===== src/rtl/fwd_hazard_unit_pkg.sv =====
// mips_pipe_pkg: shared stage-entry type and helpers
// for the forwarding/hazard unit.
package mips_pipe_pkg;

    localparam int PIPE_AW   = 5;
    localparam int PIPE_NSRC = 2;
    localparam int FWD_RF    = 0;

    typedef struct packed {
        logic                                valid;
        logic [PIPE_AW-1:0]                  rd;
        logic                                regwrite;
        logic                                is_load;
        logic [PIPE_NSRC-1:0][PIPE_AW-1:0]   src;
        logic [PIPE_NSRC-1:0]                src_use;
    } stage_t;

    function automatic int sel_w(input int depth);
        return (depth < 1) ? 1 : $clog2(depth + 1);
    endfunction

    // r0 is hardwired, so it never produces a match.
    function automatic logic tag_match(
        input stage_t             e,
        input logic [PIPE_AW-1:0] r,
        input logic               u
    );
        return e.valid && e.regwrite && (e.rd != '0)
            && (e.rd == r) && u;
    endfunction

endpackage


===== src/rtl/fwd_hazard_unit_if.sv =====
// fwd_hazard_unit_if: ID-side request and stall/forward
// response bundle of the hazard unit.
interface fwd_hazard_unit_if
    import mips_pipe_pkg::*;
#(
    parameter int AW      = PIPE_AW,
    parameter int NUM_SRC = PIPE_NSRC,
    parameter int SEL_W   = 2
);
    logic                     id_valid;
    logic [NUM_SRC*AW-1:0]    id_rs;
    logic [NUM_SRC-1:0]       id_src_use;
    logic [AW-1:0]            id_rd;
    logic                     id_regwrite;
    logic                     id_is_load;
    logic                     id_is_md;
    logic                     flush;
    logic                     stall;
    logic                     bubble;
    logic [NUM_SRC*SEL_W-1:0] fwd_sel;
    logic                     md_busy;

    modport master (
        output id_valid, id_rs, id_src_use, id_rd,
        output id_regwrite, id_is_load, id_is_md, flush,
        input  stall, bubble, fwd_sel, md_busy
    );

    modport slave (
        input  id_valid, id_rs, id_src_use, id_rd,
        input  id_regwrite, id_is_load, id_is_md, flush,
        output stall, bubble, fwd_sel, md_busy
    );
endinterface


===== src/rtl/fwd_hazard_unit_md_scoreboard.sv =====
// md_scoreboard: tracks the outstanding mul/div result and
// flags ID instructions that must wait for it.
module md_scoreboard #(
    parameter int AW      = 5,
    parameter int NUM_SRC = 2,
    parameter int MD_LAT  = 4
) (
    input  logic                        clk,
    input  logic                        rst_n,
    input  logic                        start_i,
    input  logic [AW-1:0]               rd_i,
    input  logic [NUM_SRC-1:0][AW-1:0]  rs_i,
    input  logic [NUM_SRC-1:0]          use_i,
    input  logic                        is_md_i,
    output logic                        busy_o,
    output logic                        hazard_o
);
    localparam int CW = $clog2(MD_LAT + 1);

    logic [CW-1:0] cnt_q, cnt_d;
    logic [AW-1:0] rd_q, rd_d;
    logic          src_hit;

    always_comb begin
        cnt_d = cnt_q;
        rd_d  = rd_q;
        if (start_i) begin
            cnt_d = CW'(MD_LAT);
            rd_d  = rd_i;
        end else if (cnt_q != '0) begin
            cnt_d = cnt_q - 1'b1;
        end
    end

    always_ff @(posedge clk or negedge rst_n) begin
        if (!rst_n) begin
            cnt_q <= '0;
            rd_q  <= '0;
        end else begin
            cnt_q <= cnt_d;
            rd_q  <= rd_d;
        end
    end

    always_comb begin
        src_hit = 1'b0;
        for (int i = 0; i < NUM_SRC; i++) begin
            if (use_i[i] && (rs_i[i] == rd_q))
                src_hit = 1'b1;
        end
    end

    // The final busy cycle (count of 1) still blocks.
    assign busy_o   = (cnt_q != '0);
    assign hazard_o = busy_o
        && (is_md_i || (src_hit && (rd_q != '0)));

endmodule


===== src/rtl/fwd_hazard_unit.sv =====
// fwd_hazard_unit: destination-tag pipeline from EX onward,
// EX forwarding selects and load-use / mul-div stalls.
module fwd_hazard_unit
    import mips_pipe_pkg::*;
#(
    parameter int AW         = PIPE_AW,
    parameter int NUM_SRC    = PIPE_NSRC,
    parameter int FWD_DEPTH  = 2,
    parameter int LOAD_READY = 2,
    parameter int MD_LAT     = 4,
    parameter int SEL_W      = sel_w(FWD_DEPTH)
) (
    input logic              clk,
    input logic              rst_n,
    fwd_hazard_unit_if.slave bus
);
    stage_t [FWD_DEPTH:0]          stg_q, stg_d;
    stage_t                        id_ent;
    logic [NUM_SRC-1:0][SEL_W-1:0] sel;
    logic                          load_use;
    logic                          md_haz;
    logic                          md_busy;
    logic                          hold;
    logic                          issue;

    // Mul/div results come from the md unit, never the tags.
    always_comb begin
        id_ent          = '0;
        id_ent.valid    = 1'b1;
        id_ent.rd       = bus.id_rd;
        id_ent.regwrite = bus.id_regwrite && !bus.id_is_md;
        id_ent.is_load  = bus.id_is_load;
        id_ent.src      = bus.id_rs;
        id_ent.src_use  = bus.id_src_use;
    end

    always_comb begin
        load_use = 1'b0;
        for (int s = 0; s <= FWD_DEPTH; s++) begin
            if ((s + 1 < LOAD_READY) && stg_q[s].is_load) begin
                for (int i = 0; i < NUM_SRC; i++) begin
                    if (tag_match(stg_q[s], id_ent.src[i],
                                  id_ent.src_use[i]))
                        load_use = 1'b1;
                end
            end
        end
    end

    md_scoreboard #(
        .AW      (AW),
        .NUM_SRC (NUM_SRC),
        .MD_LAT  (MD_LAT)
    ) u_md (
        .clk      (clk),
        .rst_n    (rst_n),
        .start_i  (issue && bus.id_is_md),
        .rd_i     (bus.id_rd),
        .rs_i     (bus.id_rs),
        .use_i    (bus.id_src_use),
        .is_md_i  (bus.id_is_md),
        .busy_o   (md_busy),
        .hazard_o (md_haz)
    );

    // Flush wins over any hazard.
    assign hold  = bus.id_valid && !bus.flush
                && (load_use || md_haz);
    assign issue = bus.id_valid && !bus.flush && !hold;

    always_comb begin
        stg_d    = '0;
        stg_d[0] = issue ? id_ent : '0;
        for (int k = 1; k <= FWD_DEPTH; k++)
            stg_d[k] = stg_q[k-1];
    end

    always_ff @(posedge clk or negedge rst_n) begin
        if (!rst_n)
            stg_q <= '0;
        else
            stg_q <= stg_d;
    end

    // Scan oldest to youngest so the youngest match wins.
    always_comb begin
        sel = '0;
        for (int i = 0; i < NUM_SRC; i++) begin
            sel[i] = SEL_W'(FWD_RF);
            if (stg_q[0].valid) begin
                for (int k = FWD_DEPTH; k >= 1; k--) begin
                    if (tag_match(stg_q[k], stg_q[0].src[i],
                                  stg_q[0].src_use[i]))
                        sel[i] = SEL_W'(k);
                end
            end
        end
    end

    assign bus.stall   = hold;
    assign bus.bubble  = hold;
    assign bus.fwd_sel = sel;
    assign bus.md_busy = md_busy;

endmodule


===== src/flat_wrapper.sv =====
// flat-port wrapper written by rule: the top's interface ports become plain ports
module fwd_hazard_unit_flat import mips_pipe_pkg::*;
#(
    parameter int AW         = PIPE_AW,
    parameter int NUM_SRC    = PIPE_NSRC,
    parameter int FWD_DEPTH  = 2,
    parameter int LOAD_READY = 2,
    parameter int MD_LAT     = 4,
    parameter int SEL_W      = sel_w(FWD_DEPTH)
)
  (clk, rst_n, bus_id_valid, bus_id_rs, bus_id_src_use, bus_id_rd, bus_id_regwrite, bus_id_is_load, bus_id_is_md, bus_flush, bus_stall, bus_bubble, bus_fwd_sel, bus_md_busy);
  fwd_hazard_unit_if #(.AW(AW), .NUM_SRC(NUM_SRC), .SEL_W(SEL_W)) bus_i ();
  input logic clk;
  input logic rst_n;
  input wire logic [$bits(bus_i.id_valid)-1:0] bus_id_valid;
  input wire logic [$bits(bus_i.id_rs)-1:0] bus_id_rs;
  input wire logic [$bits(bus_i.id_src_use)-1:0] bus_id_src_use;
  input wire logic [$bits(bus_i.id_rd)-1:0] bus_id_rd;
  input wire logic [$bits(bus_i.id_regwrite)-1:0] bus_id_regwrite;
  input wire logic [$bits(bus_i.id_is_load)-1:0] bus_id_is_load;
  input wire logic [$bits(bus_i.id_is_md)-1:0] bus_id_is_md;
  input wire logic [$bits(bus_i.flush)-1:0] bus_flush;
  output wire logic [$bits(bus_i.stall)-1:0] bus_stall;
  output wire logic [$bits(bus_i.bubble)-1:0] bus_bubble;
  output wire logic [$bits(bus_i.fwd_sel)-1:0] bus_fwd_sel;
  output wire logic [$bits(bus_i.md_busy)-1:0] bus_md_busy;
  assign bus_i.id_valid = bus_id_valid;
  assign bus_i.id_rs = bus_id_rs;
  assign bus_i.id_src_use = bus_id_src_use;
  assign bus_i.id_rd = bus_id_rd;
  assign bus_i.id_regwrite = bus_id_regwrite;
  assign bus_i.id_is_load = bus_id_is_load;
  assign bus_i.id_is_md = bus_id_is_md;
  assign bus_i.flush = bus_flush;
  assign bus_stall = bus_i.stall;
  assign bus_bubble = bus_i.bubble;
  assign bus_fwd_sel = bus_i.fwd_sel;
  assign bus_md_busy = bus_i.md_busy;
  fwd_hazard_unit #(.AW(AW), .NUM_SRC(NUM_SRC), .FWD_DEPTH(FWD_DEPTH), .LOAD_READY(LOAD_READY), .MD_LAT(MD_LAT), .SEL_W(SEL_W)) u_core (.clk(clk), .rst_n(rst_n), .bus(bus_i));
endmodule

===== config.mk =====
export PLATFORM = sky130hd
export DESIGN_NAME = fwd_hazard_unit_flat
export DESIGN_NICKNAME = d
export VERILOG_FILES = /design/src/rtl/fwd_hazard_unit_pkg.sv /design/src/rtl/fwd_hazard_unit_if.sv /design/src/rtl/fwd_hazard_unit_md_scoreboard.sv /design/src/rtl/fwd_hazard_unit.sv /design/src/flat_wrapper.sv
export SDC_FILE = /design/constraint.sdc
export NUM_CORES = 1
export LEC_CHECK = 0
export CORE_ASPECT_RATIO = 2
export CORE_MARGIN = 1
export CORE_UTILIZATION = 38
export DETAILED_ROUTE_END_ITERATION = 7
export SLEW_MARGIN = 10
export SYNTH_ARGS = -nofsm -noshare
export SYNTH_HDL_FRONTEND = slang
export SYNTH_SLANG_ARGS = --single-unit

===== constraint.sdc =====
create_clock -name clk -period 3.2 [get_ports clk]
set_input_delay 0.64 -clock clk [delete_from_list [all_inputs] [get_ports clk]]
set_output_delay 0.64 -clock clk [all_outputs]
set_load 0.02 [all_outputs]

## After elaboration in Yosys (flattened, before gate mapping)

Cells that the tools add are included.

- Output and inout port bits: 7
- Input bits: 24
- Register bits: 42
- Logic and storage cells: 76

- Eq/ne operators: 8
- Reductions and logical operators: 38
- Add/sub/neg operators: 1
- Muxes and demuxes: 14

Operators with widths:

| cell | count |
|---|---|
| 5-bit equality test | 8 |
| 1-bit logical AND | 27 |
| 20-bit 2-to-1 mux | 1 |
| 5-bit nonzero test | 4 |
| 2-bit 2-to-1 mux | 6 |
| 3-bit 2-to-1 mux | 2 |
| 1-bit 2-to-1 mux | 5 |
| 1-bit logical NOT | 3 |
| 3-bit nonzero test | 1 |
| 3-bit by 1-bit subtractor with 3-bit output (second input constant) | 1 |
| 1-bit logical OR | 2 |
| 2-bit nonzero test | 1 |

## Longest topological paths before layout

- Depth in word-level cells: 13
- Gate-level depth with buffers: 8
- Mapped depth without buffers: 6

## By module

From an unflattened synthesis, not the netlist that was laid out.

- Cells, all modules: 187
- Area total of the unflattened synthesis: 2050.7 µm²

Modules (own cells, without submodules):

| module | seq. area each (µm²) | instances | area an instance (µm²) | cells each |
|---|---|---|---|---|
| fwd_hazard_unit | 850.8 | 1 | 1570.3 | 142 |
| md_scoreboard | 200.2 | 1 | 480.5 | 45 |

## Worst setup path after synthesis

OpenSTA, ideal clock, no wires.

- Path type: register to output
- From: reg u_core.u_md.rd_q[1]
- To: out bus_stall
- Path slack: 0.543 ns
- Arrival: 2.017 ns
- Cell stages (with the launch flop): 8
- Data required time: 2.560 ns
- Buffers on the path: 2
- Cells stage by stage: dfrtp_1 -> or4_4 -> nor2_4 -> nor3_1 -> o31a_1 -> buf_6 -> o21a_1 -> buf_4

- Cells in the longest elaborated chain, start to end: 9
- Elaborated cells between the ends (all ways): 12
- Classes of those cells: eq/ne: 2; mux: 2; reduce/logical: 8

RTL lines:

| item | line | text |
|---|---|---|
| start, declared | fwd_hazard_unit_md_scoreboard.sv:21 | `logic [AW-1:0] rd_q, rd_d;` |
| start signal, assigned | fwd_hazard_unit_md_scoreboard.sv:41 | `rd_q <= rd_d;` |
| 5-bit equality test | fwd_hazard_unit_md_scoreboard.sv:48 | `if (use_i[i] && (rs_i[i] == rd_q))` |
| 1-bit logical AND | fwd_hazard_unit_md_scoreboard.sv:48 |  |
| 1-bit 2-to-1 mux (2 in a row) | fwd_hazard_unit_md_scoreboard.sv:48 |  |
| 1-bit logical AND * | fwd_hazard_unit_md_scoreboard.sv:56 | `&& (is_md_i \|\| (src_hit && (rd_q != '0)));` |
| 1-bit logical OR * | fwd_hazard_unit_md_scoreboard.sv:56 |  |
| 1-bit logical AND * | fwd_hazard_unit_md_scoreboard.sv:56 |  |
| 1-bit logical OR * | fwd_hazard_unit.sv:68 | `&& (load_use \|\| md_haz);` |
| 1-bit logical AND * | fwd_hazard_unit.sv:68 |  |
| end, declared | flat_wrapper.sv:23 | `output wire logic [$bits(bus_i.stall)-1:0] bus_stall;` |

Every way passes the cells marked *; elsewhere a longest branch is shown, timed or not.

## Worst setup path after layout

- From: in bus_id_rs[5]
- To: out bus_stall

- Cells in the longest elaborated chain, start to end: 8
- Elaborated cells between the ends (all ways): 13
- Classes of those cells: eq/ne: 2; mux: 3; reduce/logical: 8

RTL lines:

| item | line | text |
|---|---|---|
| start, declared | flat_wrapper.sv:16 | `input wire logic [$bits(bus_i.id_rs)-1:0] bus_id_rs;` |
| 5-bit equality test | fwd_hazard_unit_md_scoreboard.sv:48 |  |
| 1-bit logical AND | fwd_hazard_unit_md_scoreboard.sv:48 |  |
| 1-bit 2-to-1 mux | fwd_hazard_unit_md_scoreboard.sv:48 |  |
| 1-bit logical AND | fwd_hazard_unit_md_scoreboard.sv:56 |  |
| 1-bit logical OR | fwd_hazard_unit_md_scoreboard.sv:56 |  |
| 1-bit logical AND | fwd_hazard_unit_md_scoreboard.sv:56 |  |
| 1-bit logical OR * | fwd_hazard_unit.sv:68 |  |
| 1-bit logical AND * | fwd_hazard_unit.sv:68 |  |

Marks and branches as above.

==> impl_metrics.csv <==
group,metric,value,unit
outcome,status,"completed",
floorplanning,row_count,37,
synthesis,simple_gate_area_share_of_the_yosys_netlist,21.38,%
synthesis,ys.flop_type,"sky130_fd_sc_hd__dfrtp_1",
floorplanning,initial_core_util,39.94,%
power,power.density,571.5,nW/um2
synthesis,synth_compound_gate_area_share,4.072,%
global_route,grt_pass1_vias,1464,
cts,cts-buffers-inserted,5,
drt,drc_violations_left,0,
critical_path,crit_fanout,3,
critical_path,cp_slowest_stage_delay,470,ps
power,vdd_drop_max,0.3375,mV
critical_path,slowest_cell_on_the_critical_path,"sky130_fd_sc_hd__clkdlybuf4s50_1",
floorplanning,core-area,5231,um2
synthesis,yosys_warnings,0,
synthesis,postSynthRegisterBits,42,
drt,detail_route.first_pass.iterations,2,
placed_design,detailed_place_hpwl,3.434,mm
floorplanning,chipWidth,54.44,um
floorplanning,count_of_pins_on_the_block_boundary,31,
sta,final-hold-violation-count,0,
cts,worstSkewPairLatency,300,ps
sta,timing.final.setup_violations,0,
power,static-leakage-power,1.140,nW
sta,worst-slew-pin-transition,892.6,ps
synthesis,synth_enable_flop_cells,0,
critical_path,r2r.worst_path.cells,4,
synthesis,avgSynthCellArea,12.59,um2
critical_path,reg2reg_slack,1010,ps
critical_path,timing.critical_path.to_type,"output port",
critical_path,cp.arrival,2480,ps
floorplanning,floorplan.die_area,5817,um2
global_route,grt_start_max_net_pins,43,
worst_hold_path,hold_path.class,"reg2reg",
synthesis,post-synth-top-area-cell,"sky130_fd_sc_hd__dfrtp_1",
critical_path,startpoint_type,"input pin",
synthesis,ys_types,33,
drt,via_per_inst,5.171,
synthesis,synth_cells,166,
synthesis,synth_top_family_by_area,"simple AND/OR/NAND/NOR gates",
drt,detail_route.wirelength,4.412,mm
placed_design,routabilityCongestion,0.8571,
sta,period_share,97.45,%
global_route,globalRouteOverflowTotal,0,
cts,post_cts_hold_buffer_count,0,
critical_path,timing.rr.end,"u_core.u_md.rd_q[3]",
sta,slew_headroom,40.50,%
floorplanning,fp.dieH,106.9,um
global_route,grt_usage,17.70,%
synthesis,postSynth.asyncResetShare,100.0,%
sta,grt_setup_unrepaired,"false",
synthesis,synth-adder-area-share,1.198,%
placed_design,placement.setup.worst_slack,-270.9,ps
placed_design,port-buffer-count,30,
critical_path,worstPathCellList,"clkdlybuf4s50_1, xor2_1, nor4_2, buf_4, a32oi_1, nor2_1, o21a_1, dlygate4sd2_1",
final_layout,synthToLayoutAreaGrowth,23.41,%
cts,cts_tree,"done",
drt,detail-route-antenna-nets,0,
flow_run,max-cap-violations,0,
synthesis,mappedNetlistNets,192,
worst_hold_path,min_delay_path_depth,0,
cts,clock_tree.htree_level_count,2,
cts,clockRootBuffer,"sky130_fd_sc_hd__clkbuf_8",
sta,fin_crit,3118,ps
critical_path,r2r_start,"u_core.stg_d[37]",
global_route,global_route_wire_length_before_repair,7.113,mm
synthesis,post_synth_mux_area_share,3.174,%
synthesis,syn-cell-area,2090,um2
sta,fin_skew,7.233,ps
global_route,antenna_found_initial,0,
synthesis,synth.top_cells.by_area,"sky130_fd_sc_hd__dfrtp_1 50%, sky130_fd_sc_hd__nor3b_2 11%, sky130_fd_sc_hd__xnor2_1 10%",
critical_path,worst_ep_required_time,2560,ps
drt,drt_first_iter_violations,16,
cts,worst_setup_hold_path_clk_slew,70,ps
sta,maxSlewViolCount,0,
final_layout,design.final.nets,230,
drt,vias,1360,
critical_path,crit_type,"in2out",
cts,clock_sink_count,42,
worst_hold_path,timing.hold.worst.start,"u_core.stg_d[53]",
final_layout,antenna_cells,0,
drt,avgRoutedWirePerCell,16.78,um
synthesis,synth_xor_area_share,17.19,%
final_layout,drive_gt1_share,21.46,%
power,total_power,1.474,mW
worst_hold_path,hold-path-endpoint,"u_core.stg_q[53]",
sta,setup_slack,81.71,ps
sta,setup_total_negative_slack,0,ps
sta,timing.fmax,320.7,MHz
cts,cts.path.max_buffers,2,
synthesis,synth_sequential_area_ratio,50.30,%
synthesis,synth_largest_type_area_fraction,50.30,%
[report_power, final]
part | internal (mW) | switching, mW | total, mW
clock | 0.173 | 0.180 | 0.353
sequential | 0.607 | 0.0919 | 0.699
combinational | 0.221 | 0.201 | 0.422
total | 1.00 | 0.473 | 1.47
[stage by stage]
step | util [%] | hold WS [ps] | std cells | cell area [um2]
2_1_floorplan | - | 344.4 | 166 | 2090
3_3_place_gp | 47.19 | 363.3 | 255 | 2469
3_5_place_dp | 47.19 | 360.7 | 255 | 2469
4_1_cts | 49.20 | 382.6 | 263 | 2574
5_1_grt | 49.29 | 387.3 | 263 | 2579
6_report | 49.29 | 383.9 | 263 | 2579
[registers in the layout (all words and copies together) (netlist names)]
register	cells
u_core.stg_d	27
u_core.stg_q	7
u_core.u_md.rd_q	5
u_core.u_md.cnt_q	3
[synthesized netlist by cell type, types with 2 or more instances]
cell type,number
sky130_fd_sc_hd__o2111ai_1,2
sky130_fd_sc_hd__and2_1,3
sky130_fd_sc_hd__mux2_2,4
sky130_fd_sc_hd__buf_2,3
sky130_fd_sc_hd__ha_1,2
sky130_fd_sc_hd__or4_1,3
sky130_fd_sc_hd__nand2_1,4
sky130_fd_sc_hd__nor2_1,4
sky130_fd_sc_hd__xnor2_1,25
sky130_fd_sc_hd__nand4_1,4
sky130_fd_sc_hd__o21a_1,2
sky130_fd_sc_hd__nand3_1,4
sky130_fd_sc_hd__nor3b_2,18
sky130_fd_sc_hd__xor2_1,16
sky130_fd_sc_hd__nor4_1,4
sky130_fd_sc_hd__dfrtp_1,42
sky130_fd_sc_hd__inv_1,3
sky130_fd_sc_hd__nor2b_1,2
sky130_fd_sc_hd__nor3_1,6
sky130_fd_sc_hd__buf_6,2
[cells by family (layout without fill, tap and decap cells)]
family,after synthesis,in the layout
AOI/OAI and AO/OA,11,11
and+or+nand+nor,55,55
xor gates and xnor gates,41,41
adders and majority gates,2,2
DFF,42,42
muxes,6,6
buffers and inverters,9,48
[layout make-up]
| type | count | area [um2] |
|---|---|---|
| fillers | 500 | 2653 |
| flip-flops and latches | 42 | 1051 |
| multi-input cells | 115 | 998.5 |
| repair buffers | 37 | 350.3 |
| clock buffers | 6 | 82.58 |
| well taps | 58 | 72.57 |
| clock inverters | 2 | 12.51 |
| inverters | 3 | 11.26 |
[worst max-delay path by stage]
| stage | slack, ps | depth (start not counted) | startpoint | endpoint |
|---|---|---|---|---|
| floorplan | 540 | 7 | u_core.u_md.rd_q[1] | bus_stall |
| global placement | -280 | 8 | bus_id_rs[5] | bus_stall |
| detailed placement | -270 | 8 | bus_id_rs[5] | bus_stall |
| CTS | 60 | 8 | bus_id_rs[5] | bus_stall |
| global route | 7 | 8 | bus_id_rs[5] | bus_bubble |
| finish | 80 | 8 | bus_id_rs[5] | bus_stall |
[cell usage in the layout, fill, tap and decap left out, drive strengths merged, types with 2 or more instances in the layout]
| cell | count |
|---|---|
| dfrtp | 42 |
| xnor2 | 25 |
| clkdlybuf4s50 | 25 |
| nor3b | 18 |
| xor2 | 16 |
| buf | 8 |
| nor3 | 6 |
| clkbuf | 6 |
| nor2 | 5 |
| mux2 | 5 |
| nand4 | 4 |
| nand2 | 4 |
| nand3 | 4 |
| or4 | 4 |
| nor4 | 4 |
| inv | 3 |
| and2 | 3 |
| nor2b | 2 |
| o2111ai | 2 |
| o21a | 2 |
| ha | 2 |
| dlygate4sd2 | 2 |
| dlymetal6s2s | 2 |
| o21ai | 2 |
[critical path, delay by kind of cell]
family | cells | cell delay, ps
AOI/OAI and AO/OA | 2 | 200
buffers and inverters | 3 | 960
xor gates and xnor gates | 1 | 170
and+or+nand+nor | 2 | 490
[per-layer routing]
layer,wire (um),vias to the layer above,global-route usage [%]
li1,-,649,-
met1,1579,679,17.75
met2,2631,26,32.84
met3,122,6,2.979
met4,80,0,7.692
met5,0,-,0
[what timing repair did]
action,CTS,global route
gates cloned,0,0
pin swaps,0,0
buffers inserted,0,0
endpoints found under the setup margin,2,2
resized for setup,4,2
Note: power is estimated with default switching activity, not from simulation.
==> variant 1 (config.mk and constraints unchanged) <==
`rd_q` no longer has a reset.
--- a/src/rtl/fwd_hazard_unit_md_scoreboard.sv
+++ b/src/rtl/fwd_hazard_unit_md_scoreboard.sv
@@ -36,9 +36,11 @@
         if (!rst_n) begin
             cnt_q <= '0;
-            rd_q  <= '0;
         end else begin
             cnt_q <= cnt_d;
-            rd_q  <= rd_d;
         end
+    end
+
+    always_ff @(posedge clk) begin
+        rd_q <= rd_d;
     end
 
Function: same outputs for any inputs over 10 cycles, from zero or initial values and one cycle with rst_n low; that may be too few to reach the edited logic, so the function may still have changed.
==> variant 1 against the original RTL <==
- setup slack improved by 43 ps
- first-iteration DRC count increased by 81%
- routed wire length decreased by 6.3%
- combinational power decreased by 24%
- core utilization decreased by 0.061 points
- critical path type unchanged
- synthesized area decreased by 2.1%
- design area decreased by 1.9%
- sequential cell count unchanged
- total power decreased by 14%
- fmax increased by 1.4%
- register-to-register slack got worse by 80 ps
==> variant 1: results (changes against the original RTL) <==
Final hold slack = 379.8 ps (was 383.9 ps)
Vias in the first global route = 1,526 (was 1,464)
CP Data Arrival Time = 2440 ps (was 2480 ps)
Leakage Power = 0.001096 µW (was 0.001140 µW)
Post-Route WL = 4133 µm (was 4412 µm)
Worst hold start = u_core.stg_d[59]$_DFF_PN0_ (was u_core.stg_d[53]$_DFF_PN0_)
Peak VDD IR = 0.4911 mV (was 0.3375 mV)
Number of vias in the routed layout = 1,314 (was 1,360)
Post-Layout Cell Count = 258 (was 263)
Mean Syn Cell Area = 12.79 µm² (was 12.59 µm²)
Clock transition at path regs = 70 ps (about the same)
Synth Area in Compound Gates = 0.03914 (was 0.04072)
Sequential area share after synthesis = 0.5260 (was 0.5030)
Largest net degree at the start of global routing = 38 (was 43)
Register-to-Register Path Depth = 7 (was 4)
Status = completed (unchanged)
Final Skew = 4.372 ps (was 7.233 ps)
DP Area = 2442 µm² (was 2469 µm²)
Post-DP HPWL = 3290 µm (was 3434 µm)
H-tree levels = 2 (unchanged)
Most instantiated cells after synthesis = dfrtp_1, xnor2_1, nor3b_2 (unchanged)
Hold Path Sink = u_core.stg_q[59]$_DFF_PN0_ (was u_core.stg_q[53]$_DFF_PN0_)
Detailed Routing Iterations Pass 1 = 4 (was 2)
Initial DRC count = 29 (was 16)
Synth Net Count = 186 (was 192)
Ys async rst share = 0.8810 (was 1.000)
P_sw = 375.1 µW (was 473.2 µW)
Mux cell area share after synthesis = 0.004893 (was 0.03174)
First-pass GRT wire length = 7003 µm (was 7113 µm)
R2R setup slack = 930 ps (was 1010 ps)
EDFF count, synth = 5 (was 0)
Fill count = 463 (was 500)
Clk pwr share = 0.249 (was 0.240)
Area contributors post-synth = dfrtp_1, nor3b_2, xnor2_1, edfxtp_1, xor2_1 (was dfrtp_1, nor3b_2, xnor2_1, xor2_1, mux2_2)
Adder-cell share of the synthesized area = 0.01223 (was 0.01198)
Placer Congestion = 0.8493 (was 0.8571)
Dpl cells = 251 (was 255)
All-Layer GR Usage = 0.1754 (was 0.1770)
Cells on Worst Hold Path = 0 (unchanged)
CP Launch Point = bus_id_rs[3] (was bus_id_rs[5])
Comb pwr share = 0.253 (was 0.286)
Final net count = 226 (was 230)
Worst rel slew slack = 0.7009 (was 0.4050)
R2r startpoint = u_core.stg_d[36]$_DFF_PN0_ (was u_core.stg_d[37]$_DFF_PN0_)
XOR/XNOR Fraction of Synth Area = 0.1755 (was 0.1719)
Share of cells above drive strength 1 = 0.1900 (was 0.2146)
Synth cell types = 30 (was 33)
[variant 1: through the flow]
step | utilization | power [µW] | worst slack (ps)
floorplan | - | 854.8 | 519.2
global placement | 0.4753 | 949.1 | -189.2
detailed placement | 0.4753 | 966.8 | -229.6
CTS | 0.4914 | 1285 | 72.46
global route | 0.4923 | 1349 | 43.17
finish | 0.4923 | 1266 | 124.5
[variant 1: area by class of cell]
cell class | instances | share of cell area
Timing Repair Buffer | 38 | 0.1434
Clock inverter | 2 | 0.003956
Tap cell | 58 | 0.02868
Inverter | 3 | 0.004451
Sequential cell | 42 | 0.4253
Clock buffer | 5 | 0.02720
Multi-Input combinational cell | 110 | 0.3670
[variant 1: repair_timing]
| item | 4_1_cts | 5_1_grt |
|---|---|---|
| setup endpoints to repair | 2 | 2 |
| endpoints found under the hold margin | 0 | 0 |
| gates resized for setup | 3 | 2 |
| pin swaps | 0 | 0 |
[variant 1: per-layer routing]
layer | part of all wire | GRT usage
met4 | 0.027 | 0.07331
met1 | 0.35 | 0.1826
met5 | 0 | 0
met2 | 0.59 | 0.3166
met3 | 0.030 | 0.03463
[variant 1: cell families after synthesis]
family / after synthesis
flip-flops: 42
XOR/XNOR: 41
buffers and inverters: 8
AND/OR/NAND/NOR: 55
multiplexers: 1
AO/OA/AOI/OAI: 11
adder cells (fa/ha/maj): 2
[variant 1: worst max path at each step]
stage                     endpoint  slack [ps]  depth (start not counted)
floorplan                bus_stall         520                          7
global placement         bus_stall        -190                          7
detailed placement       bus_stall        -230                          7
CTS                 bus_fwd_sel[1]          70                          5
global route             bus_stall          40                          7
finish                   bus_stall         120                          7
==> variant 2 (config.mk and constraints unchanged) <==
Made on the original files. `FWD_DEPTH` is set to 2 in 2 places; all go to 1.
--- a/src/rtl/fwd_hazard_unit.sv
+++ b/src/rtl/fwd_hazard_unit.sv
@@ -6,5 +6,5 @@
     parameter int AW         = PIPE_AW,
     parameter int NUM_SRC    = PIPE_NSRC,
-    parameter int FWD_DEPTH  = 2,
+    parameter int FWD_DEPTH  = 1,
     parameter int LOAD_READY = 2,
     parameter int MD_LAT     = 4,
--- a/src/flat_wrapper.sv
+++ b/src/flat_wrapper.sv
@@ -4,5 +4,5 @@
     parameter int AW         = PIPE_AW,
     parameter int NUM_SRC    = PIPE_NSRC,
-    parameter int FWD_DEPTH  = 2,
+    parameter int FWD_DEPTH  = 1,
     parameter int LOAD_READY = 2,
     parameter int MD_LAT     = 4,
Ports: changed (resized bus_fwd_sel); port bits go from 31 to 29. The function was not compared with the original's and may differ.
==> variant 2 against the original RTL <==
- sequential cell count decreased by 7
- synthesized area fell by 16%
- fmax increased by 2.2%
- design area down 14%
- setup slack improved by 68 ps
- total power is 11% lower
- routed wire length fell by 14%
- clock skew shrank 1.8 ps
- largest power group unchanged
==> variant 2: results (changes against the original RTL) <==
Status = completed (unchanged)
H-tree levels = 2 (unchanged)
Ys async rst share = 1.000 (unchanged)
Placer Congestion = 0.8704 (was 0.8571)
Clk Latency, worst-skew pair = 280 ps (was 300 ps)
Routed length per instance = 16.41 µm (was 16.78 µm)
Vias in the first global route = 1,311 (was 1,464)
Peak VDD IR = 0.4916 mV (was 0.3375 mV)
Crit-path max FO = 3 (unchanged)
Share of cells above drive strength 1 = 0.2273 (was 0.2146)
CP peak stage delay = 470 ps (about the same)
Root buf cell = clkbuf_8 (unchanged)
Worst path slowest cell = clkdlybuf4s50_1 (unchanged)
First-pass GRT wire length = 6244 µm (was 7113 µm)
Largest net degree at the start of global routing = 36 (was 43)
Most instantiated cells after synthesis = dfrtp_1, xnor2_1, nor3b_2 (unchanged)
Initial DRC count = 17 (was 16)
DP Area = 2110 µm² (was 2469 µm²)
Cells on Worst Hold Path = 0 (unchanged)
Synth Flop Type = dfrtp_1 (unchanged)
Final hold vios = 0 (unchanged)
Worst rel slew slack = 0.7134 (was 0.4050)
Register-to-Register Path Depth = 4 (unchanged)
Max reg flops = 20 (was 27)
Via-per-instance ratio = 5.100 (was 5.171)
Ant. Diodes = 0 (unchanged)
Synth Net Count = 165 (was 192)
Sequential area share after synthesis = 0.4982 (was 0.5030)
Detailed Routing Iterations Pass 1 = 4 (was 2)
Final net count = 201 (was 230)
I/O Buffers = 28 (was 30)
Grt total ovfl = 0 (unchanged)
Post-DP HPWL = 3037 µm (was 3434 µm)
Yosys warnings = 0 (unchanged)
Clock transition at path regs = 60 ps
CP Data Arrival Time = 2410 ps (was 2480 ps)
Initial antenna violation count = 0 (unchanged)
All-Layer GR Usage = 0.1747 (was 0.1770)
Hold Path Class = reg -> reg (unchanged)
Final Skew = 5.461 ps (was 7.233 ps)
Maximum clock path buffer count = 2 (unchanged)
Area contributors post-synth = dfrtp_1, nor3b_2, xnor2_1, xor2_1, mux2_2 (unchanged)
Synth cell types = 30 (was 33)
TritonCTS Buffers = 5 (unchanged)
Leakage Power = 0.0009144 µW (was 0.001140 µW)
[variant 2: critical path: cells and delay by family]
kind / cells / cell delay, ps
buffers and inverters: 2 / 800
AOI/OAI and AO/OA: 2 / 320
and+or+nand+nor: 2 / 460
xor gates and xnor gates: 1 / 190
[variant 2: where the power goes]
part / total [µW] / switching, µW / internal, µW
logic: 386 / 184 / 202
registers: 594 / 79.9 / 514
clock network: 335 / 139 / 196
[variant 2: logic make-up after synthesis]
kind of cell / share of synthesized area
AND/OR/NAND/NOR: 0.2192
flip-flops: 0.4982
XOR/XNOR: 0.1544
AO/OA/AOI/OAI: 0.04413
buffers and inverters: 0.03203
multiplexers: 0.03772
adder cells (fa/ha/maj): 0.01423
[variant 2: area by class of cell]
cell class,count,area [µm²]
multi-input combinational,95,829.5
tap,54,67.56
clock buffer,8,100.1
sequential,35,875.8
inverter,3,11.26
timing repair buffer,35,330.3
fill,424,2167
[variant 2: through the flow]
step	instances	setup slack (ps)	TNS [ps]	util	total power (µW)
2_1_floorplan	139	542.7	0	-	870.3
6_report	230	149.3	0	0.5054	1315
5_1_grt	230	61.43	0	0.5054	1397
3_3_place_gp	221	-118.7	-236.7	0.4814	985.9
3_5_place_dp	221	-190.7	-380.1	0.4814	999.4
4_1_cts	230	157.7	0	0.5054	1333
[variant 2: path summary, 6_finish.rpt]
path                                            startpoint                               to  slack [ps]
worst max-delay path                          bus_id_rs[1]                        bus_stall         150
worst min-delay path            u_core.stg_d[33]$_DFF_PN0_       u_core.stg_q[33]$_DFF_PN0_         390
worst max register to register  u_core.stg_d[36]$_DFF_PN0_  u_core.u_md.rd_q[3]$_DFFE_PN0P_        1000
worst min register to register  u_core.stg_d[33]$_DFF_PN0_       u_core.stg_q[33]$_DFF_PN0_         390
max in group asynchronous                            rst_n       u_core.stg_d[39]$_DFF_PN0_        2130
min in group asynchronous                            rst_n  u_core.u_md.rd_q[0]$_DFFE_PN0P_         760
[variant 2: per-layer routing]
layer,global-route usage,share of wire,up-vias
met5,0,0,-
met4,0.09451,0.035,0
met3,0.02181,0.025,11
met2,0.3497,0.62,26
met1,0.1542,0.31,585
li1,-,-,551
[variant 2: what timing repair did]
action,CTS,global route
endpoints found under the hold margin,0,0
resized for setup,2,0
setup buffers,1,0
endpoints found under the setup margin,2,0
